[config.mk]
export PLATFORM = sky130hd
export DESIGN_NAME = retire_monitor
export DESIGN_NICKNAME = d
export VERILOG_FILES = /design/src/rtl/retire_monitor.sv
export SDC_FILE = /design/constraint.sdc
export NUM_CORES = 1
export LEC_CHECK = 0
export CAP_MARGIN = 20
export CORE_MARGIN = 2
export CORE_UTILIZATION = 30
export CTS_CLUSTER_SIZE = 28
export DETAILED_ROUTE_END_ITERATION = 8
export GPL_TIMING_DRIVEN = 0
export SYNTH_ARGS = -nofsm -noshare
export SYNTH_HDL_FRONTEND = slang
export SYNTH_SLANG_ARGS = --single-unit
[constraint.sdc]
create_clock -name i_clk -period 2.36 [get_ports i_clk]
set_clock_uncertainty 0.15 [all_clocks]
set_input_delay 0.708 -clock i_clk [delete_from_list [all_inputs] [get_ports i_clk]]
set_output_delay 0.708 -clock i_clk [all_outputs]
set_load 0.01 [all_outputs]
[src/rtl/retire_monitor.sv]
// retire_monitor: hardware bookkeeping beside the hart retire port.
// Seven saturating event counters, a run/halt/timeout state machine and a
// registered select-based readout port for a debug/CSR host.
module retire_monitor #(
    parameter int              CNT_W   = 32,
    parameter longint unsigned TIMEOUT = 40000
) (
    input  logic             i_clk,
    input  logic             i_rst_n,
    input  logic             i_start,
    input  logic             i_retire_valid,
    input  logic [31:0]      i_retire_inst,
    input  logic             i_retire_trap,
    input  logic             i_retire_halt,
    input  logic             i_retire_dmem_ren,
    input  logic             i_retire_dmem_wen,
    input  logic [2:0]       i_sel,
    output logic [CNT_W-1:0] o_rdata,
    output logic [1:0]       o_state,
    output logic             o_done,
    output logic             o_timeout
);

    typedef enum logic [1:0] {
        S_IDLE    = 2'd0,
        S_RUN     = 2'd1,
        S_HALTED  = 2'd2,
        S_TIMEOUT = 2'd3
    } state_t;

    // Counter slots: 0 cycles, 1 instret, 2 traps, 3 loads, 4 stores,
    // 5 branches, 6 jumps. The slot number doubles as the readout select.
    localparam int N_CNT = 7;

    localparam logic [CNT_W-1:0] CNT_MAX = '1;
    localparam logic [CNT_W-1:0] CNT_ONE = CNT_W'(1);
    // Pre-increment cycle value on which the last allowed run cycle is spent.
    localparam logic [CNT_W-1:0] TO_LAST = CNT_W'(TIMEOUT - 64'd1);

    localparam logic [6:0] OP_BRANCH = 7'b1100011;
    localparam logic [6:0] OP_JAL    = 7'b1101111;
    localparam logic [6:0] OP_JALR   = 7'b1100111;

    state_t             r_state;
    state_t             w_state_nxt;
    logic               r_done;
    logic               r_timeout;
    logic [CNT_W-1:0]   r_cnt [N_CNT];
    logic [CNT_W-1:0]   r_rdata;
    logic [N_CNT-1:0]   w_inc;
    logic [N_CNT-1:0]   w_sat_vec;
    logic               w_sat_any;
    logic               w_to_hit;
    logic [6:0]         w_op;
    logic [CNT_W-1:0]   w_status;
    logic [CNT_W-1:0]   w_rd_nxt;
    logic               w_unused_inst;

    // Saturating increment: counters stick at all-ones instead of wrapping.
    function automatic logic [CNT_W-1:0] sat_inc(input logic [CNT_W-1:0] v,
                                                input logic en);
        return (en && (v != CNT_MAX)) ? (v + CNT_ONE) : v;
    endfunction

    assign w_op          = i_retire_inst[6:0];
    assign w_unused_inst = ^i_retire_inst[31:7];
    assign w_to_hit      = (r_cnt[0] == TO_LAST);

    // Per-counter increment requests for a run cycle; retire fields only
    // matter when the retire strobe is valid.
    always_comb begin
        w_inc    = '0;
        w_inc[0] = 1'b1;
        if (i_retire_valid) begin
            w_inc[1] = 1'b1;
            w_inc[2] = i_retire_trap;
            w_inc[3] = i_retire_dmem_ren;
            w_inc[4] = i_retire_dmem_wen;
            w_inc[5] = (w_op == OP_BRANCH);
            w_inc[6] = (w_op == OP_JAL) || (w_op == OP_JALR);
        end
    end

    // Flag any counter that has reached its ceiling for the status word.
    always_comb begin
        w_sat_vec = '0;
        for (int i = 0; i < N_CNT; i++) begin
            w_sat_vec[i] = (r_cnt[i] == CNT_MAX);
        end
        w_sat_any = |w_sat_vec;
    end

    // Next state: start always wins; in RUN a halt beats a same-cycle timeout.
    always_comb begin
        w_state_nxt = r_state;
        if (i_start) begin
            w_state_nxt = S_RUN;
        end else if (r_state == S_RUN) begin
            if (i_retire_valid && i_retire_halt) begin
                w_state_nxt = S_HALTED;
            end else if (w_to_hit) begin
                w_state_nxt = S_TIMEOUT;
            end
        end
    end

    // State register with done/timeout flags registered alongside it.
    always_ff @(posedge i_clk or negedge i_rst_n) begin
        if (!i_rst_n) begin
            r_state   <= S_IDLE;
            r_done    <= 1'b0;
            r_timeout <= 1'b0;
        end else begin
            r_state   <= w_state_nxt;
            r_done    <= (w_state_nxt == S_HALTED) || (w_state_nxt == S_TIMEOUT);
            r_timeout <= (w_state_nxt == S_TIMEOUT);
        end
    end

    // Event counters: cleared by start, advanced only while running.
    always_ff @(posedge i_clk or negedge i_rst_n) begin
        if (!i_rst_n) begin
            for (int i = 0; i < N_CNT; i++) begin
                r_cnt[i] <= '0;
            end
        end else if (i_start) begin
            for (int i = 0; i < N_CNT; i++) begin
                r_cnt[i] <= '0;
            end
        end else if (r_state == S_RUN) begin
            for (int i = 0; i < N_CNT; i++) begin
                r_cnt[i] <= sat_inc(r_cnt[i], w_inc[i]);
            end
        end
    end

    // Readout mux over the pre-update counters and the status word.
    always_comb begin
        w_status      = '0;
        w_status[1:0] = r_state;
        w_status[2]   = r_done;
        w_status[3]   = w_sat_any;
        case (i_sel)
            3'd0:    w_rd_nxt = r_cnt[0];
            3'd1:    w_rd_nxt = r_cnt[1];
            3'd2:    w_rd_nxt = r_cnt[2];
            3'd3:    w_rd_nxt = r_cnt[3];
            3'd4:    w_rd_nxt = r_cnt[4];
            3'd5:    w_rd_nxt = r_cnt[5];
            3'd6:    w_rd_nxt = r_cnt[6];
            default: w_rd_nxt = w_status;
        endcase
    end

    // Registered readout, one cycle behind the select.
    always_ff @(posedge i_clk or negedge i_rst_n) begin
        if (!i_rst_n) begin
            r_rdata <= '0;
        end else begin
            r_rdata <= w_rd_nxt;
        end
    end

    assign o_rdata   = r_rdata;
    assign o_state   = r_state;
    assign o_done    = r_done;
    assign o_timeout = r_timeout;

endmodule

======== Yosys cells after proc, flatten, opt, wreduce, memory -nomap -nowiden ========
Index checks and enable logic that the tools add are counted.
operators by class
  mux-type cells .......................... 15
  reductions and logical operators ........ 26
  equal/unequal tests ..................... 27
  $add $sub $neg .......................... 7
operators with widths
  cell                                                                count
  224-bit two-way mux                                                 2
  32-bit by 1-bit adder with 32-bit output (second input constant)    7
  32-bit == test (second input constant)                              7
  32-bit two-way mux                                                  7
  32-bit inequality test (second input constant)                      7
  32-bit case mux with 7 select lines                                 1
  32-bit by 16-bit == test with 1-bit output (second input constant)  1
  7-bit == test (second input constant)                               3
  2-bit nonzero test                                                  8
  2-bit AND reduction                                                 7
  3-bit == test (second input constant)                               3
  2-bit two-way mux                                                   4
  1-bit logical AND                                                   7
  7-bit OR reduction                                                  1
  3-bit by 2-bit == test with 1-bit output (second input constant)    2
  6-bit two-way mux                                                   1
  2-bit == test (second input constant)                               2
  3-bit by 1-bit == test with 1-bit output (second input constant)    1
  3-bit logical NOT                                                   1
  2-bit by 1-bit == test with 1-bit output (second input constant)    1
  1-bit logical OR                                                    2
storage, ports and cells
  output and inout port bits .............. 36
  bits in registers ....................... 260

======== Depth between registers and ports, before layout ========
Gate-level depths: netlist of the first run.
  depth in word-level cells ............... 7
  gate-level depth with buffers ........... 9
  depth with buffers taken out ............ 7

======== Worst setup path after synthesis of the first run ========
No wires, ideal clock.
  path type ............................... reg-to-reg
  from .................................... register r_cnt[128] in the netlist's numbering
  to ...................................... register r_cnt[142] in the netlist's numbering
  slack ................................... -223 ps
  cell stages (with the launch flop) ...... 9
  clock period less this slack ............ 2583 ps
  arrival ................................. 2308 ps
  cell sequence ........................... dfrtp_1 -> ha_1 -> nand4_1 -> or3_1 -> or4_1 -> clkbuf_1 -> nand4_1 -> or3_1 -> mux2_2
between the ends
  longest elaborated chain between the ends .. 4
  elaborated cells between the ends (all ways) .. 8
  those cells by class .................... add/sub (1); eq/ne (1); mux (3); reduce/logical (3)
ends and longest elaborated chain
  item                                                                                       line  text
  from (decl)                                                                                48    logic [CNT_W-1:0] r_cnt [N_CNT];
  from (signal, indexed assignment)                                                          132   r_cnt[i] <= sat_inc(r_cnt[i], w_inc[i]);
  32-bit by 1-bit adder with 32-bit output / 32-bit inequality test (equally long branches)  62    return (en && (v != CNT_MAX)) ? (v + CNT_ONE) : v;
  32-bit two-way mux / 1-bit logical AND (equally long branches)                             62
  224-bit two-way mux / 2-bit nonzero test (equally long branches)                           --
  224-bit two-way mux / 2-bit AND reduction (equally long branches)                          --
Several ways; a longest one is shown, not always the timed one. The select of a mux whose other input is x is not followed.
A chain may end at the register's enable or synchronous reset.

======== Worst setup path after layout of the first run ========
  from .................................... register r_cnt[129] in the netlist's numbering
  to ...................................... register r_cnt[142] in the netlist's numbering
The elaborated chain is that of the path after synthesis.

==> results of run 1 <==
[layout by cell type (no fill, tap or decap), types with 41 or more instances in the layout]
cell | Yosys | layout
clkbuf_1 | 70 | 41
clkdlybuf4s50_1 | 0 | 43
nand4_1 | 81 | 81
xor2_1 | 96 | 96
nand3_1 | 101 | 87
o21ai_0 | 53 | 41
dfrtp_1 | 260 | 182
xnor2_1 | 88 | 86
nand2_1 | 92 | 92
buf_4 | 0 | 115
a21oi_1 | 71 | 66
nor2_1 | 271 | 269
dfrtp_2 | 0 | 78
[stage by stage]
step                cells  setup TNS [ps]  power (mW)  cell area [um2]  setup WS (ps)
floorplan            1591            -114        4.87            14500           -114
global placement     2258        -3067290        5.18            15800         -11060
detailed placement   2260         -202790        5.19            15900          -1410
CTS                  2362           -1760        9.94            17700           -250
global route         2424           -6180        10.2            18700           -270
finish               2424           -1660        9.96            18700           -218
[how the worst max path moves through the flow]
stage / end / slack (ps) / cells past startpoint
after floorplan: r_cnt[142] / -110 / 8
after global placement: r_cnt[68] / -11060 / 1
after detailed placement: o_rdata[7] / -1410 / 6
after CTS: r_cnt[142] / -250 / 7
after global routing: r_cnt[142] / -270 / 8
final: r_cnt[142] / -220 / 8
[registers in the layout (all words and copies together), names as in the netlist]
| signal | flops |
|---|---|
| r_cnt | 224 |
| o_rdata | 32 |
| o_state | 2 |
| o_done | 1 |
| o_timeout | 1 |
[routing by layer]
layer | vias up | share of wire (%) | GRT usage [%]
met2 | 654 | 45 | 32.1
met3 | 150 | 9.1 | 3.48
li1 | 6097 | - | -
met1 | 6789 | 41 | 27.8
met4 | 0 | 4.8 | 8.69
met5 | - | 0 | 0
[worst reg2reg max path, stage by stage, from the launching register on]
cell and delay [ps]:
dfrtp_1 360, ha_2 200, nand4_1 160, or3_4 460, or4_4 420, buf_6 150
nand4_1 110, or3_4 160, mux2_4 300
[synthesized netlist by cell type (all sizes together), types with 14 or more instances]
cell type,number,share of area (%)
xor2,96,5.8
o21ai,54,1.9
nor3,49,1.7
nor2,271,7.0
nand4,82,3.6
mux2i,36,2.5
and4,17,1.0
nor4,37,1.6
xnor2,88,5.3
and3,34,1.5
inv,20,0.52
a222oi,14,0.97
buf,15,0.48
nand3,101,3.5
a22o,16,0.97
dfrtp,260,45
a21oi,71,2.5
nand2,92,2.4
clkbuf,70,1.8
or3,38,1.7
[kinds of logic after synthesis]
kind of cell / count (synthesis)
adders and majority gates: 7
and+or+nand+nor: 783
muxes: 57
DFF: 260
xor gates and xnor gates: 184
AOI/OAI and AO/OA: 195
buffers and inverters: 105
[layout make-up]
type | count | area [um2] | share of cell area (%)
clock buffer | 38 | 820 | 4.39
timing repair buffer | 174 | 1550 | 8.29
tap | 615 | 769 | 4.12
inverter | 20 | 75.1 | 0.402
sequential | 260 | 6600 | 35.4
clock inverter | 15 | 159 | 0.852
buffer | 76 | 439 | 2.35
multi-input combinational | 1226 | 8250 | 44.2
[power by group through the flow]
stage | clock network [mW] | registers (mW) | logic, mW
after floorplan | 0 | 4.61 | 0.263
after global placement | 0 | 4.62 | 0.555
after detailed placement | 0 | 4.62 | 0.572
after CTS | 4.75 | 4.52 | 0.679
after global routing | 4.93 | 4.52 | 0.785
final | 4.71 | 4.52 | 0.730
[timing repair]
item	CTS	global route
pin swaps	22	51
gates cloned	2	5
buffers inserted	52	62
endpoints found under the hold margin	64	0
gates resized for setup	165	126
endpoints found under the setup margin	252	275
hold buffers	1	0
==> metrics.cfg, run 1 <==
[run_status]
status=finished, violations left
violations=setup timing

[timing]
layout_min_cycle_time_ps=2580
whs_ps=428
finalCritPeriodShare_pct=109
maxSlewViolCount=0
finalHoldViolations=0
finalSetupViolations=23
fmax_ghz=0.388
worst_slack_ps=-218
worst_slew_pin_slew_ps=949
max_slew_margin_pct=36.7
grt_setup_unrepaired=true

[worst_setup_path]
crit_arrival_ps=2880
crit_fanout=7
path_buf_inv=1
r2r_end=r_cnt[142]
critical_path_required_ps=2660
rr_startpoint=r_cnt[129]
critPathLaunch=r_cnt[129]
crit_chain=ha_2 -> nand4_1 -> or3_4 -> or4_4 -> buf_6 -> nand4_1 -> or3_4 -> mux2_4
cp-end-kind=flop
r2r_slack_ps=-220
crit_type=reg2reg
rr_worst_depth=8
crit_path_max_incr_delay_ps=460
start_kind=flop
critPathTopFamily=simple AND/OR/NAND/NOR gates
cp_slowest_cell=or3_4

[place]
io_buffers=52
dpl.hpwl_um=38100
gp_congestion=1.04

[pwr]
powerDensity_nw_per_um2=534
netSwitchingFraction_pct=24.6
pwr-share-clk_pct=47.3
combPwrFrac_pct=7.3
power_leakage_nw=7.40
ir_drop_uv=541
pwr-share-seq_pct=45.4
p_int_mw=7.50
switching_power_mw=2.45

[route]
viasPerCell=5.65
post-route-drc-count=0
drt_wl_total_um=52900
drt_first_pass_iters=6
dr_total_vias=13700
antenna_left=0
drtIter0Drc=1711
routedWlPerCell_um=21.8

[global_route]
grt_pass1_wl_um=78600
antenna_found_initial=0
grt_max_degree=105
grt_pass1_vias=12800
overflow=0
gr-usage-all-layers_pct=20.4

[run]
cap_viol_max_count=0

[logic_synthesis]
avgSynthCellArea_um2=9.10
ys.flop_type=dfrtp_1
async_reset_ff_share_pct=100
synth.area.mux_share_pct=4.82
ys.warnings.count=0
synth_top_family_by_area=simple AND/OR/NAND/NOR gates
synth-xor-area-share_pct=11.1
synth_edf_count=0
netlist-cell-type-count=64
synthAdderAreaFrac_pct=0.605
syn_area_um2=14500
seq_area_frac_synth_pct=44.9
ys_ff_latch=260
synth_nets=1641
syn-instance-count=1591
synth_compound_area_share_pct=8.56
synthSimpleGateAreaFrac_pct=27.1

[clock_tree]
clock_sinks=260
clock_latency_ps=580
ctsHtreeMaxLevel=1
numCtsBuffers=29
clk_pin_slew_ps=60
root_buffer=clkbuf_16
cts_tree=built
clock_path_buffers=3

[cells_and_area]
diodes=0
fin_util_pct=39.2
area_growth_pct=28.9
nNetsFinal=1837
n_fill_cell=4753
drive_above_1_share_pct=23.2

[die]
coreArea_um2=47600
fp.dieW_um=224
die-height_um=224
ios=79
row_count=80
start_util_pct=30.4
die-area_um2=50000

[min_path]
hp-start=i_start
whs_path_depth=3
holdPathEnd=r_cnt[153]
worst_hold_path_type=in2reg

(Power assumes the default switching activity.)
==> inputs of run 2 (changes only) <==
--- a/config.mk
+++ b/config.mk
@@ -11,6 +11,7 @@
 export CTS_CLUSTER_SIZE = 28
 export DETAILED_ROUTE_END_ITERATION = 8
 export GPL_TIMING_DRIVEN = 0
+export SLEW_MARGIN = 30
 export SYNTH_ARGS = -nofsm -noshare
 export SYNTH_HDL_FRONTEND = slang
 export SYNTH_SLANG_ARGS = --single-unit
==> run 2 against run 1 <==
Compared with the run above:
- the run still ends with setup timing left
- first-iteration DRC count shrank 8.0%
- register-to-register slack improved by 90 ps
- die area did not move
- hold slack got worse by 5.8 ps
- non-clock buffer count grew 19
==> metrics.cfg, run 2 (synthesized netlist as in run 1, its figures left out) <==
[place]
gp_congestion=1.04
placed_cells_incl_taps=2261
postPlaceCellArea_um2=15900
io_buffers=52
dpl.hpwl_um=38100

[cells_and_area]
nNetsFinal=1857
drive_above_1_share_pct=25.5
diodes=0
finish.instance_area_um2=19100
final_cell_mix=nor2_1 (268), dfrtp_1 (175), buf_4 (133), xor2_1 (96), nand2_1 (88)
largest_reg_flops=224
top_register=r_cnt
n_fill_cell=4711
final_cells=2446
fin_util_pct=40.2
final_common_cell=nor2_1
area_growth_pct=32.2

[timing]
worst_slew_pin_slew_ps=994
finalHoldViolations=0
max_slew_margin_pct=33.8
finalSetupViolations=15
fmax_ghz=0.402
maxSlewViolCount=0
finalCritPeriodShare_pct=105
worst_slack_ps=-127
grt_setup_unrepaired=true
layout_min_cycle_time_ps=2490

[clock_tree]
ctsHtreeMaxLevel=1
clk_pin_slew_ps=60
clock_path_buffers=3
numCtsBuffers=30
cts_tree=built
clock_sinks=260
root_buffer=clkbuf_16
clock_latency_ps=590

[worst_setup_path]
crit_arrival_ps=2800
crit_type=reg2reg
crit_chain=and4_2 -> nand3_4 -> or4_4 -> buf_8 -> nand4_1 -> or3_4 -> mux2_4
crit_fanout=8
crit_path_max_incr_delay_ps=560
cp-end-kind=flop
path_buf_inv=1
r2r_slack_ps=-130
critPathTopFamily=simple AND/OR/NAND/NOR gates
start_kind=flop
critical_path_required_ps=2670
cp_slowest_cell=or4_4

[route]
routedWlPerCell_um=21.8
post-route-drc-count=0
antenna_left=0
met2_length_um=23300
drt_first_pass_iters=9
drt_wl_total_um=53300
dr_total_vias=13800
viasPerCell=5.62
wl_met1_um=21900
drtIter0Drc=1574
top_layer_used=met4
wl_met3_um=4740

[global_route]
overflow=0
grt_max_degree=75
grt_pass1_wl_um=80100
grt_pass1_vias=13200
antenna_found_initial=1
gr-usage-all-layers_pct=20.8

[die]
die-area_um2=50000
row_count=80
die-height_um=224
start_util_pct=30.4
fp.dieW_um=224
ios=79
coreArea_um2=47600

[run]
cap_viol_max_count=0

[run_status]
violations=setup timing
status=finished, violations left

[min_path]
worst_hold_path_type=in2reg

[pwr]
power_leakage_nw=7.59
powerDensity_nw_per_um2=557
ir_drop_uv=525

==> run 2: changes by cell type in the layout (fill, tap and decap cells not counted), sizes merged, moves of 2 or more <==
cell           change
buf               +21
clkinv             -6
bufinv             +5
clkinvlp           +3
clkbuf             -2
clkdlybuf4s50      -2
dlymetal6s2s       +2
==> run 2: path summary, 6_finish.rpt <==
kind,startpoint,endpoint,cells after the start
setup / recovery,r_cnt[136],r_cnt[142],7
setup reg to reg,r_cnt[136],r_cnt[142],7
max in group asynchronous,i_rst_n,r_cnt[77],4
hold / removal,i_start,r_cnt[153],3
hold reg to reg,r_cnt[177],r_cnt[177],2
min in group asynchronous,i_rst_n,r_cnt[219],2
==> run 2: report_power, final <==
group          internal (mW)  switching, mW
Sequential              4.49         0.0260
Combinational          0.245          0.480
Clock                   3.39           2.02
==> run 2: area by class of cell <==
class | instances | area [um2] | area share [%]
repair buffers | 192 | 1700 | 8.90
flip-flops and latches | 260 | 6610 | 34.5
well taps | 615 | 769 | 4.02
inverters | 20 | 75.1 | 0.392
clock buffers | 40 | 848 | 4.43
clock inverters | 16 | 304 | 1.59
plain buffers | 77 | 458 | 2.39
multi-input cells | 1226 | 8370 | 43.7
==> run 2: through the flow <==
stage | TNS [ps] | hold WS, ps | total power [mW] | worst slack [ps]
final | -804 | 422 | 10.7 | -127
after global placement | -3067290 | 410 | 5.18 | -11060
after floorplan | -114 | 262 | 4.87 | -114
after detailed placement | -197620 | 416 | 5.20 | -1430
after global routing | -2320 | 439 | 11.0 | -185
after CTS | -371 | 419 | 10.7 | -128
==> run 2: worst reg2reg max path: stages (launching register included) <==
cell	delay, ps
dfrtp_1	460
and4_2	350
nand3_4	160
or4_4	560
buf_8	140
nand4_1	110
or3_4	150
mux2_4	290
==> run 2: routing by layer <==
layer  vias to the layer above  track usage [%]
met4                         0             11.1
met2                       630             31.9
li1                       6122                -
met5                         -                0
met3                       167             3.59
met1                      6835             28.0
==> run 2: what timing repair did <==
| action | 4_1_cts | 5_1_grt |
|---|---|---|
| pin swaps | 29 | 46 |
| hold buffers | 1 | 0 |
| endpoints found under the hold margin | 64 | 0 |
| resized for setup | 184 | 144 |
| gates cloned | 1 | 2 |
| setup buffers | 69 | 65 |
| setup endpoints to repair | 251 | 183 |
